--- src/rtl/simplerisc_pkg.sv ---
`default_nettype none
// +--------------------------------------------------------------------------+
// | Module   : simplerisc_pkg                                                |
// | Purpose  : Shared constants and enumerations for the SimpleRISC          |
// |            register-file writeback scheduler.                            |
// | Contents : NREG/AW/DW sizing constants, wb_src_e (write-port source),    |
// |            prio_e (arbiter priority state).                              |
// | Revision : 1.0 - initial release                                         |
// +--------------------------------------------------------------------------+
package simplerisc_pkg;

  localparam int unsigned NREG = 16;
  localparam int unsigned AW   = 4;
  localparam int unsigned DW   = 32;

  // Which source owns the register-file write port this cycle.
  typedef enum logic [1:0] {
    WB_NONE = 2'd0,
    WB_ALU  = 2'd1,
    WB_MEM  = 2'd2
  } wb_src_e;

  // Arbiter priority state.
  typedef enum logic [0:0] {
    PRIO_MEM = 1'b0,
    PRIO_ALU = 1'b1
  } prio_e;

endpackage : simplerisc_pkg
`default_nettype wire

--- src/rtl/wb_port_arbiter.sv ---
`default_nettype none
// +--------------------------------------------------------------------------+
// | Module   : wb_port_arbiter                                               |
// | Purpose  : Two-way combinational arbiter for the single register-file    |
// |            write port (ALU vs. memory writeback).                        |
// | Ports    : clk, rst_n (sync, active low)                                 |
// |            alu_valid, mem_valid  -> request inputs                       |
// |            alu_grant, mem_grant  <- one-hot-or-zero grants               |
// |            src                   <- granted source as wb_src_e           |
// | Config   : STARVE_EN - when defined, a saturating counter of ALU losses  |
// |            moves priority to the ALU after STARVE_LIMIT losses. When     |
// |            undefined, priority is fixed at PRIO_MEM and no counter       |
// |            exists.                                                       |
// | Revision : 1.0 - initial release                                         |
// +--------------------------------------------------------------------------+
module wb_port_arbiter
  import simplerisc_pkg::*;
#(
  parameter int unsigned STARVE_LIMIT = 4
) (
  input  logic    clk,
  input  logic    rst_n,
  input  logic    alu_valid,
  input  logic    mem_valid,
  output logic    alu_grant,
  output logic    mem_grant,
  output wb_src_e src
);

  prio_e prio_q;
  prio_e prio_d;

  // Winner selection from the current priority state.
  always_comb begin
    alu_grant = 1'b0;
    mem_grant = 1'b0;
    src       = WB_NONE;
    if (prio_q == PRIO_ALU) begin
      alu_grant = alu_valid;
      mem_grant = mem_valid & ~alu_valid;
    end else begin
      mem_grant = mem_valid;
      alu_grant = alu_valid & ~mem_valid;
    end
    if (alu_grant) begin
      src = WB_ALU;
    end else if (mem_grant) begin
      src = WB_MEM;
    end
  end

`ifdef STARVE_EN
  localparam int unsigned CW = $clog2(STARVE_LIMIT + 1);

  logic [CW-1:0] starve_cnt_q;
  logic [CW-1:0] starve_cnt_d;

  // Counter and priority next state. The switch to PRIO_ALU is keyed on the
  // next count so the ALU wins in the cycle right after its LIMIT-th loss.
  always_comb begin
    starve_cnt_d = starve_cnt_q;
    prio_d       = prio_q;
    if (alu_grant) begin
      starve_cnt_d = '0;
      prio_d       = PRIO_MEM;
    end else begin
      if (alu_valid && (starve_cnt_q < CW'(STARVE_LIMIT))) begin
        starve_cnt_d = starve_cnt_q + CW'(1);
      end
      if (starve_cnt_d == CW'(STARVE_LIMIT)) begin
        prio_d = PRIO_ALU;
      end
    end
  end

  always_ff @(posedge clk) begin
    if (!rst_n) begin
      starve_cnt_q <= '0;
    end else begin
      starve_cnt_q <= starve_cnt_d;
    end
  end
`else
  // Strict memory priority: the state register never leaves PRIO_MEM.
  always_comb begin
    prio_d = PRIO_MEM;
  end
`endif

  always_ff @(posedge clk) begin
    if (!rst_n) begin
      prio_q <= PRIO_MEM;
    end else begin
      prio_q <= prio_d;
    end
  end

endmodule : wb_port_arbiter
`default_nettype wire

--- src/rtl/regfile_wb_scheduler.sv ---
`default_nettype none
// +--------------------------------------------------------------------------+
// | Module   : regfile_wb_scheduler                                          |
// | Purpose  : Busy scoreboard, RAW/WAW issue stall, and writeback port      |
// |            scheduling for the 16x32 SimpleRISC register file.            |
// | Ports    : clk, rst_n (sync, active low)                                 |
// |            iss_*      issue request from decode, iss_stall back         |
// |            alu_wb_*   ALU writeback valid/rd/data, alu_wb_ready back     |
// |            mem_wb_*   load writeback valid/rd/data, mem_wb_ready back    |
// |            rf_isWb/rf_rd/rf_data  registered register-file write port    |
// |            busy_mask  current scoreboard, wb_err sticky error flag       |
// | Config   : STARVE_EN - enables ALU anti-starvation in wb_port_arbiter.   |
// | Revision : 1.0 - initial release                                         |
// +--------------------------------------------------------------------------+
module regfile_wb_scheduler
  import simplerisc_pkg::*;
#(
  parameter int unsigned NREG         = simplerisc_pkg::NREG,
  parameter int unsigned AW           = simplerisc_pkg::AW,
  parameter int unsigned DW           = simplerisc_pkg::DW,
  parameter int unsigned STARVE_LIMIT = 4
) (
  input  logic            clk,
  input  logic            rst_n,
  input  logic            iss_valid,
  input  logic [AW-1:0]   iss_rs1,
  input  logic [AW-1:0]   iss_rs2,
  input  logic [AW-1:0]   iss_rd,
  input  logic            iss_wr,
  output logic            iss_stall,
  input  logic            alu_wb_valid,
  input  logic [AW-1:0]   alu_wb_rd,
  input  logic [DW-1:0]   alu_wb_data,
  output logic            alu_wb_ready,
  input  logic            mem_wb_valid,
  input  logic [AW-1:0]   mem_wb_rd,
  input  logic [DW-1:0]   mem_wb_data,
  output logic            mem_wb_ready,
  output logic            rf_isWb,
  output logic [AW-1:0]   rf_rd,
  output logic [DW-1:0]   rf_data,
  output logic [NREG-1:0] busy_mask,
  output logic            wb_err
);

  logic [NREG-1:0] busy_q,    busy_d;
  logic            rf_isWb_q, rf_isWb_d;
  logic [AW-1:0]   rf_rd_q,   rf_rd_d;
  logic [DW-1:0]   rf_data_q, rf_data_d;
  logic            wb_err_q,  wb_err_d;

  wb_src_e         wb_src;
  logic            wb_grant;
  logic [AW-1:0]   wb_rd;
  logic [DW-1:0]   wb_data;
  logic            iss_fire_wr;

  wb_port_arbiter #(
    .STARVE_LIMIT (STARVE_LIMIT)
  ) u_arb (
    .clk       (clk),
    .rst_n     (rst_n),
    .alu_valid (alu_wb_valid),
    .mem_valid (mem_wb_valid),
    .alu_grant (alu_wb_ready),
    .mem_grant (mem_wb_ready),
    .src       (wb_src)
  );

  // Hazard check against the scoreboard as it stands this cycle (no bypass).
  always_comb begin
    iss_stall   = iss_valid & (busy_q[iss_rs1] | busy_q[iss_rs2] |
                               (iss_wr & busy_q[iss_rd]));
    iss_fire_wr = iss_valid & ~iss_stall & iss_wr;
  end

  // Write-port mux from the arbitration winner.
  always_comb begin
    wb_grant = 1'b0;
    wb_rd    = '0;
    wb_data  = '0;
    case (wb_src)
      WB_ALU: begin
        wb_grant = 1'b1;
        wb_rd    = alu_wb_rd;
        wb_data  = alu_wb_data;
      end
      WB_MEM: begin
        wb_grant = 1'b1;
        wb_rd    = mem_wb_rd;
        wb_data  = mem_wb_data;
      end
      default: begin
        wb_grant = 1'b0;
      end
    endcase
  end

  // Scoreboard and output-register next state. The set is applied after the
  // clear so a same-edge set/clear on one bit leaves it reserved.
  always_comb begin
    busy_d    = busy_q;
    rf_isWb_d = wb_grant;
    rf_rd_d   = rf_rd_q;
    rf_data_d = rf_data_q;
    wb_err_d  = wb_err_q;
    if (wb_grant) begin
      busy_d[wb_rd] = 1'b0;
      rf_rd_d       = wb_rd;
      rf_data_d     = wb_data;
      // Writing a register nobody reserved is still performed, but flagged.
      if (!busy_q[wb_rd]) begin
        wb_err_d = 1'b1;
      end
    end
    if (iss_fire_wr) begin
      busy_d[iss_rd] = 1'b1;
    end
  end

  always_ff @(posedge clk) begin
    if (!rst_n) begin
      busy_q    <= '0;
      rf_isWb_q <= 1'b0;
      rf_rd_q   <= '0;
      rf_data_q <= '0;
      wb_err_q  <= 1'b0;
    end else begin
      busy_q    <= busy_d;
      rf_isWb_q <= rf_isWb_d;
      rf_rd_q   <= rf_rd_d;
      rf_data_q <= rf_data_d;
      wb_err_q  <= wb_err_d;
    end
  end

  assign rf_isWb   = rf_isWb_q;
  assign rf_rd     = rf_rd_q;
  assign rf_data   = rf_data_q;
  assign busy_mask = busy_q;
  assign wb_err    = wb_err_q;

endmodule : regfile_wb_scheduler
`default_nettype wire

--- config.mk ---
export PLATFORM = sky130hd
export DESIGN_NAME = regfile_wb_scheduler
export DESIGN_NICKNAME = d
export VERILOG_FILES = /design/src/rtl/simplerisc_pkg.sv /design/src/rtl/wb_port_arbiter.sv /design/src/rtl/regfile_wb_scheduler.sv
export SDC_FILE = /design/constraint.sdc
export NUM_CORES = 1
export LEC_CHECK = 0
export CAP_MARGIN = 10
export CORE_MARGIN = 2
export CORE_UTILIZATION = 44
export DETAILED_ROUTE_END_ITERATION = 8
export HOLD_SLACK_MARGIN = 0.08
export MAX_ROUTING_LAYER = met4
export PLACE_DENSITY_LB_ADDON = 0.25
export SLEW_MARGIN = 30
export SYNTH_ARGS = -nofsm -noshare
export SYNTH_HDL_FRONTEND = slang
export SYNTH_SLANG_ARGS = --single-unit
--- constraint.sdc ---
create_clock -name clk -period 4.8 [get_ports clk]
set_input_delay 0.96 -clock clk [delete_from_list [all_inputs] [get_ports clk]]
set_output_delay 0.96 -clock clk [all_outputs]
set_load 0.01 [all_outputs]
==> flow_summary.html <==
<table>
<tr><th>Metric</th><th>Value</th></tr>
<tr><th colspan="2">Pwr</th></tr>
<tr><td>Clock share of power</td><td>29.3%</td></tr>
<tr><td>Sequential fraction of design power</td><td>45.5%</td></tr>
<tr><td>Net Switching</td><td>roughly 280 µW</td></tr>
<tr><td>Part of the total power dissipated in combinational logic</td><td>25.1%</td></tr>
<tr><td>IR drop worst, VDD</td><td>0.186 mV</td></tr>
<tr><td>Total design power</td><td>1060 µW</td></tr>
<tr><td>Pint</td><td>788 µW</td></tr>
<tr><td>Pwr/cell area</td><td>230 mW/mm²</td></tr>
<tr><td>Switching Share</td><td>25.9%</td></tr>
<tr><td>Leakage component of the power</td><td>0.00179 µW</td></tr>
<tr><th colspan="2">STA</th></tr>
<tr><td>Setup violation total in the final timing report</td><td>0</td></tr>
<tr><td>Number of hold violations in the final report</td><td>0</td></tr>
<tr><td>Unrepaired setup endpoints after global routing</td><td>no</td></tr>
<tr><td>TNS Setup</td><td>0 ps</td></tr>
<tr><td>Worst slew margin relative to its limit</td><td>43.4%</td></tr>
<tr><td>Count of final max-slew check failures</td><td>0</td></tr>
<tr><td>Largest clock skew in the final design</td><td>2.41 ps</td></tr>
<tr><td>Slew @ Worst Pin</td><td>846 ps</td></tr>
<tr><td>Ratio of final minimum period to clock period</td><td>92.8%</td></tr>
<tr><td>Maximum operating frequency</td><td>224 MHz</td></tr>
<tr><td>Min cycle time layout</td><td>4460 ps</td></tr>
<tr><th colspan="2">Clocking</th></tr>
<tr><td>Clk sink count</td><td>54</td></tr>
<tr><td>Buffer depth of the longest clock path</td><td>2</td></tr>
<tr><td>CTS tree</td><td>done</td></tr>
<tr><td>H-tree lvl count</td><td>2</td></tr>
<tr><td>Number of buffers added by the clock tree synthesis step</td><td>5</td></tr>
<tr><td>Clk pin slew, worst setup/hold paths</td><td>90 ps</td></tr>
<tr><td>Cells resized by post-CTS repair</td><td>0</td></tr>
<tr><td>Number of buffers added for setup after CTS</td><td>0</td></tr>
<tr><td>Latest clock arrival within the worst-skew pair</td><td>around 300 ps</td></tr>
<tr><td>Clock Root Buffer</td><td>clkbuf_8</td></tr>
<tr><td>Post-cts hold buffer count</td><td>0</td></tr>
<tr><th colspan="2">Global route</th></tr>
<tr><td>GRT Total Usage</td><td>24.8%</td></tr>
<tr><td>Maximum number of pins on one net before global-route repair</td><td>65</td></tr>
<tr><td>Number of antenna violations at the first check in global routing</td><td>0</td></tr>
<tr><td>Via count of the first global-routing pass</td><td>3045</td></tr>
<tr><td>Total gr overflow</td><td>0</td></tr>
<tr><td>First-pass GRT wire length</td><td>about 14000 µm</td></tr>
<tr><th colspan="2">Layout</th></tr>
<tr><td>Synthesis-to-finish area growth</td><td>52.1%</td></tr>
<tr><td>FILL cells</td><td>roughly 530</td></tr>
<tr><td>Count of nets after finishing</td><td>around 550</td></tr>
<tr><td>N_diodes</td><td>0</td></tr>
<tr><td>Share of layout cells above drive strength 1</td><td>about 6.3%</td></tr>
<tr><th colspan="2">Placement</th></tr>
<tr><td>Buffers on Ports</td><td>146</td></tr>
<tr><td>HPWL after DPL</td><td>6760 µm</td></tr>
<tr><td>Final RePlAce weighted congestion</td><td>between 0.9 and 1</td></tr>
<tr><th colspan="2">Die</th></tr>
<tr><td>Die outline area</td><td>0.00760 mm²</td></tr>
<tr><td>Initial standard-cell utilization of the core</td><td>between 40% and 50%</td></tr>
<tr><td>Row cnt</td><td>30</td></tr>
<tr><td>Die Height</td><td>between 80 and 90 µm</td></tr>
<tr><td>Area inside the core boundary</td><td>approximately 0.0068 mm²</td></tr>
<tr><td>I/O pin count</td><td>147</td></tr>
<tr><td>DIE WIDTH</td><td>87.2 µm</td></tr>
<tr><th colspan="2">Route</th></tr>
<tr><td>Post-Route WL</td><td>roughly 9300 µm</td></tr>
<tr><td>Drt pass-1 iters</td><td>4</td></tr>
<tr><td>DR vias/cell</td><td>5.79</td></tr>
<tr><td>Routed length per instance</td><td>17.0 µm</td></tr>
<tr><td>Drt drc</td><td>0</td></tr>
<tr><td>Detailed Route Iter0 Violations</td><td>190</td></tr>
<tr><td>Count of vias placed by the detailed router</td><td>3151</td></tr>
<tr><td>Antenna Violating Nets Remaining</td><td>0</td></tr>
<tr><th colspan="2">Setup path</th></tr>
<tr><td>Worst r2r dst</td><td>busy_mask[8]$_SDFF_PN0_</td></tr>
<tr><td>Crit end category</td><td>primary output</td></tr>
<tr><td>Worst Path Class, Setup</td><td>in -&gt; out</td></tr>
<tr><td>Critical path fanouts, max</td><td>4</td></tr>
<tr><td>Startpoint of the lowest-slack register-to-register path</td><td>busy_mask[11]$_SDFF_PN0_</td></tr>
<tr><td>Endpoint arrival time on the critical path</td><td>3500 ps</td></tr>
<tr><td>Required time worst endpoint</td><td>3840 ps</td></tr>
<tr><td>CP startpoint kind</td><td>input pin</td></tr>
<tr><td>Setup slack of the most critical reg-to-reg path</td><td>2440 ps</td></tr>
<tr><td>Depth of the worst register-to-register path</td><td>5</td></tr>
<tr><th colspan="2">Logic synthesis</th></tr>
<tr><td>FFs w/ async S/R, synth</td><td>0%</td></tr>
<tr><td>Syn Inst Count</td><td>333</td></tr>
<tr><td>Total of flip-flops plus latches after synthesis</td><td>54</td></tr>
<tr><td>Count of distinct cell types in the synthesized netlist</td><td>46</td></tr>
<tr><td>Leading register cell type out of synthesis</td><td>dfxtp_1</td></tr>
<tr><td>Post-synth EDFFs</td><td>0</td></tr>
<tr><td>Post-synthesis cell area</td><td>0.00304 mm²</td></tr>
<tr><td>Post-synthesis sequential area ratio</td><td>35.5%</td></tr>
<tr><td>Number of warnings printed during yosys synthesis</td><td>0</td></tr>
<tr><td>Synthesized area per cell</td><td>9.14 µm²</td></tr>
<tr><td>Post-synthesis net count</td><td>423</td></tr>
<tr><th colspan="2">Job</th></tr>
<tr><td>Max-cap violations</td><td>0</td></tr>
<tr><th colspan="2">Outcome</th></tr>
<tr><td>Status</td><td>finished clean</td></tr>
<tr><th colspan="2">Worst hold path</th></tr>
<tr><td>Endpoint with the worst hold slack</td><td>rf_rd[1]$_SDFFE_PN0P_</td></tr>
<tr><td>Instance count along the most critical hold path</td><td>2</td></tr>
<tr><td>Start point of the worst min-delay path</td><td>rf_rd[1]$_SDFFE_PN0P_</td></tr>
<tr><td>Hold Crit Class</td><td>reg -&gt; reg</td></tr>
</table>
==> worst max path at each step <==
stage / startpoint / to / cells past startpoint
finish: iss_rs2[0] / iss_stall / 6
global route: iss_rs2[0] / iss_stall / 6
CTS: iss_rs2[0] / iss_stall / 6
detailed placement: iss_rs2[0] / iss_stall / 6
global placement: iss_rs2[0] / iss_stall / 6
floorplan: iss_rs2[0] / iss_stall / 4
==> layout by cell type (no fill, tap or decap), types with 5 or more instances in the layout <==
master	instances
clkdlybuf4s50_1	144
nor2_1	69
dfxtp_1	54
mux2i_1	35
a21oi_1	35
nand2_1	13
o311ai_0	12
o21ai_0	9
o31ai_1	8
mux4_1	7
nand3_1	7
mux4_2	6
clkbuf_8	6
nand2b_1	5
o41ai_1	5
==> per-stage QoR <==
step,instance area [µm²],utilization [%],hold slack (ps),worst slack [ps],std cells
2_1_floorplan,3040,-,481,1500,333
3_3_place_gp,4510,66.8,444,405,537
3_5_place_dp,4510,66.8,453,345,537
4_1_cts,4630,68.5,466,336,544
5_1_grt,4630,68.5,495,267,544
6_report,4630,68.5,468,344,544
==> logic make-up (layout without fill, tap and decap cells) <==
| family | after synthesis | after routing | synth area share (%) |
|---|---|---|---|
| flops | 54 | 54 | 35.5 |
| simple gates | 108 | 108 | 16.3 |
| mux | 50 | 50 | 22.7 |
| buf+inv | 28 | 159 | 3.62 |
| compound gates | 93 | 93 | 21.8 |
==> worst max-delay path: stages <==
cell and delay [ps]:
clkdlybuf4s50_1 580, mux4_1 580, mux4_2 520, a31oi_4 270, a21boi_1 110, clkdlybuf4s50_1 480
==> power groups by stage <==
stage	logic [µW]	clock network [µW]	registers (µW)
6_report	267	312	484
3_3_place_gp	261	0	493
4_1_cts	268	322	484
5_1_grt	289	340	487
3_5_place_dp	266	0	494
2_1_floorplan	110	0	503
==> layout make-up <==
class,count,area [µm²],area share (%)
clock buffer,6,82.6,1.78
clock inverter,1,30.0,0.649
inverter,4,15.0,0.324
multi-input combinational,251,1850,40.0
sequential,54,1080,23.4
tap,80,100,2.16
timing repair buffer,148,1470,31.7
==> state kept, by name, indices dropped and copies added (netlist names) <==
register	cells
busy_mask	16
wb_err	1
rf_data	32
rf_rd	4
rf_isWb	1
==> cells in the mapped netlist, drive strengths merged, types with 2 or more instances <==
cell type	count	area share (%)
o211ai	3	0.74
nand2	13	1.6
a311oi	2	0.58
clkbuf	18	2.2
o41ai	8	3.0
o31ai	8	2.0
or3	2	0.41
o311ai	13	3.7
nand3	8	1.7
o22a	2	0.58
a211oi	3	0.74
o21ai	10	1.6
nor2	69	8.5
nor2b	2	0.41
mux2i	35	12
nand3b	2	0.49
buf	6	0.90
and3	2	0.41
nand2b	5	1.0
a21oi	35	5.8
mux2	2	0.74
mux4	13	10
dfxtp	54	36
inv	4	0.49
==> routing by layer <==
metal / wire length, µm / share of wire [%] / vias up / global-route usage [%]
met4: 222 / 2.4 / 0 / 9.51
met1: 3890 / 42 / 1452 / 31.4
met2: 4330 / 47 / 163 / 38.9
li1: - / - / 1516 / -
met3: 818 / 8.8 / 20 / 5.40
met5: 0 / 0 / - / -
(Power assumes the default switching activity.)
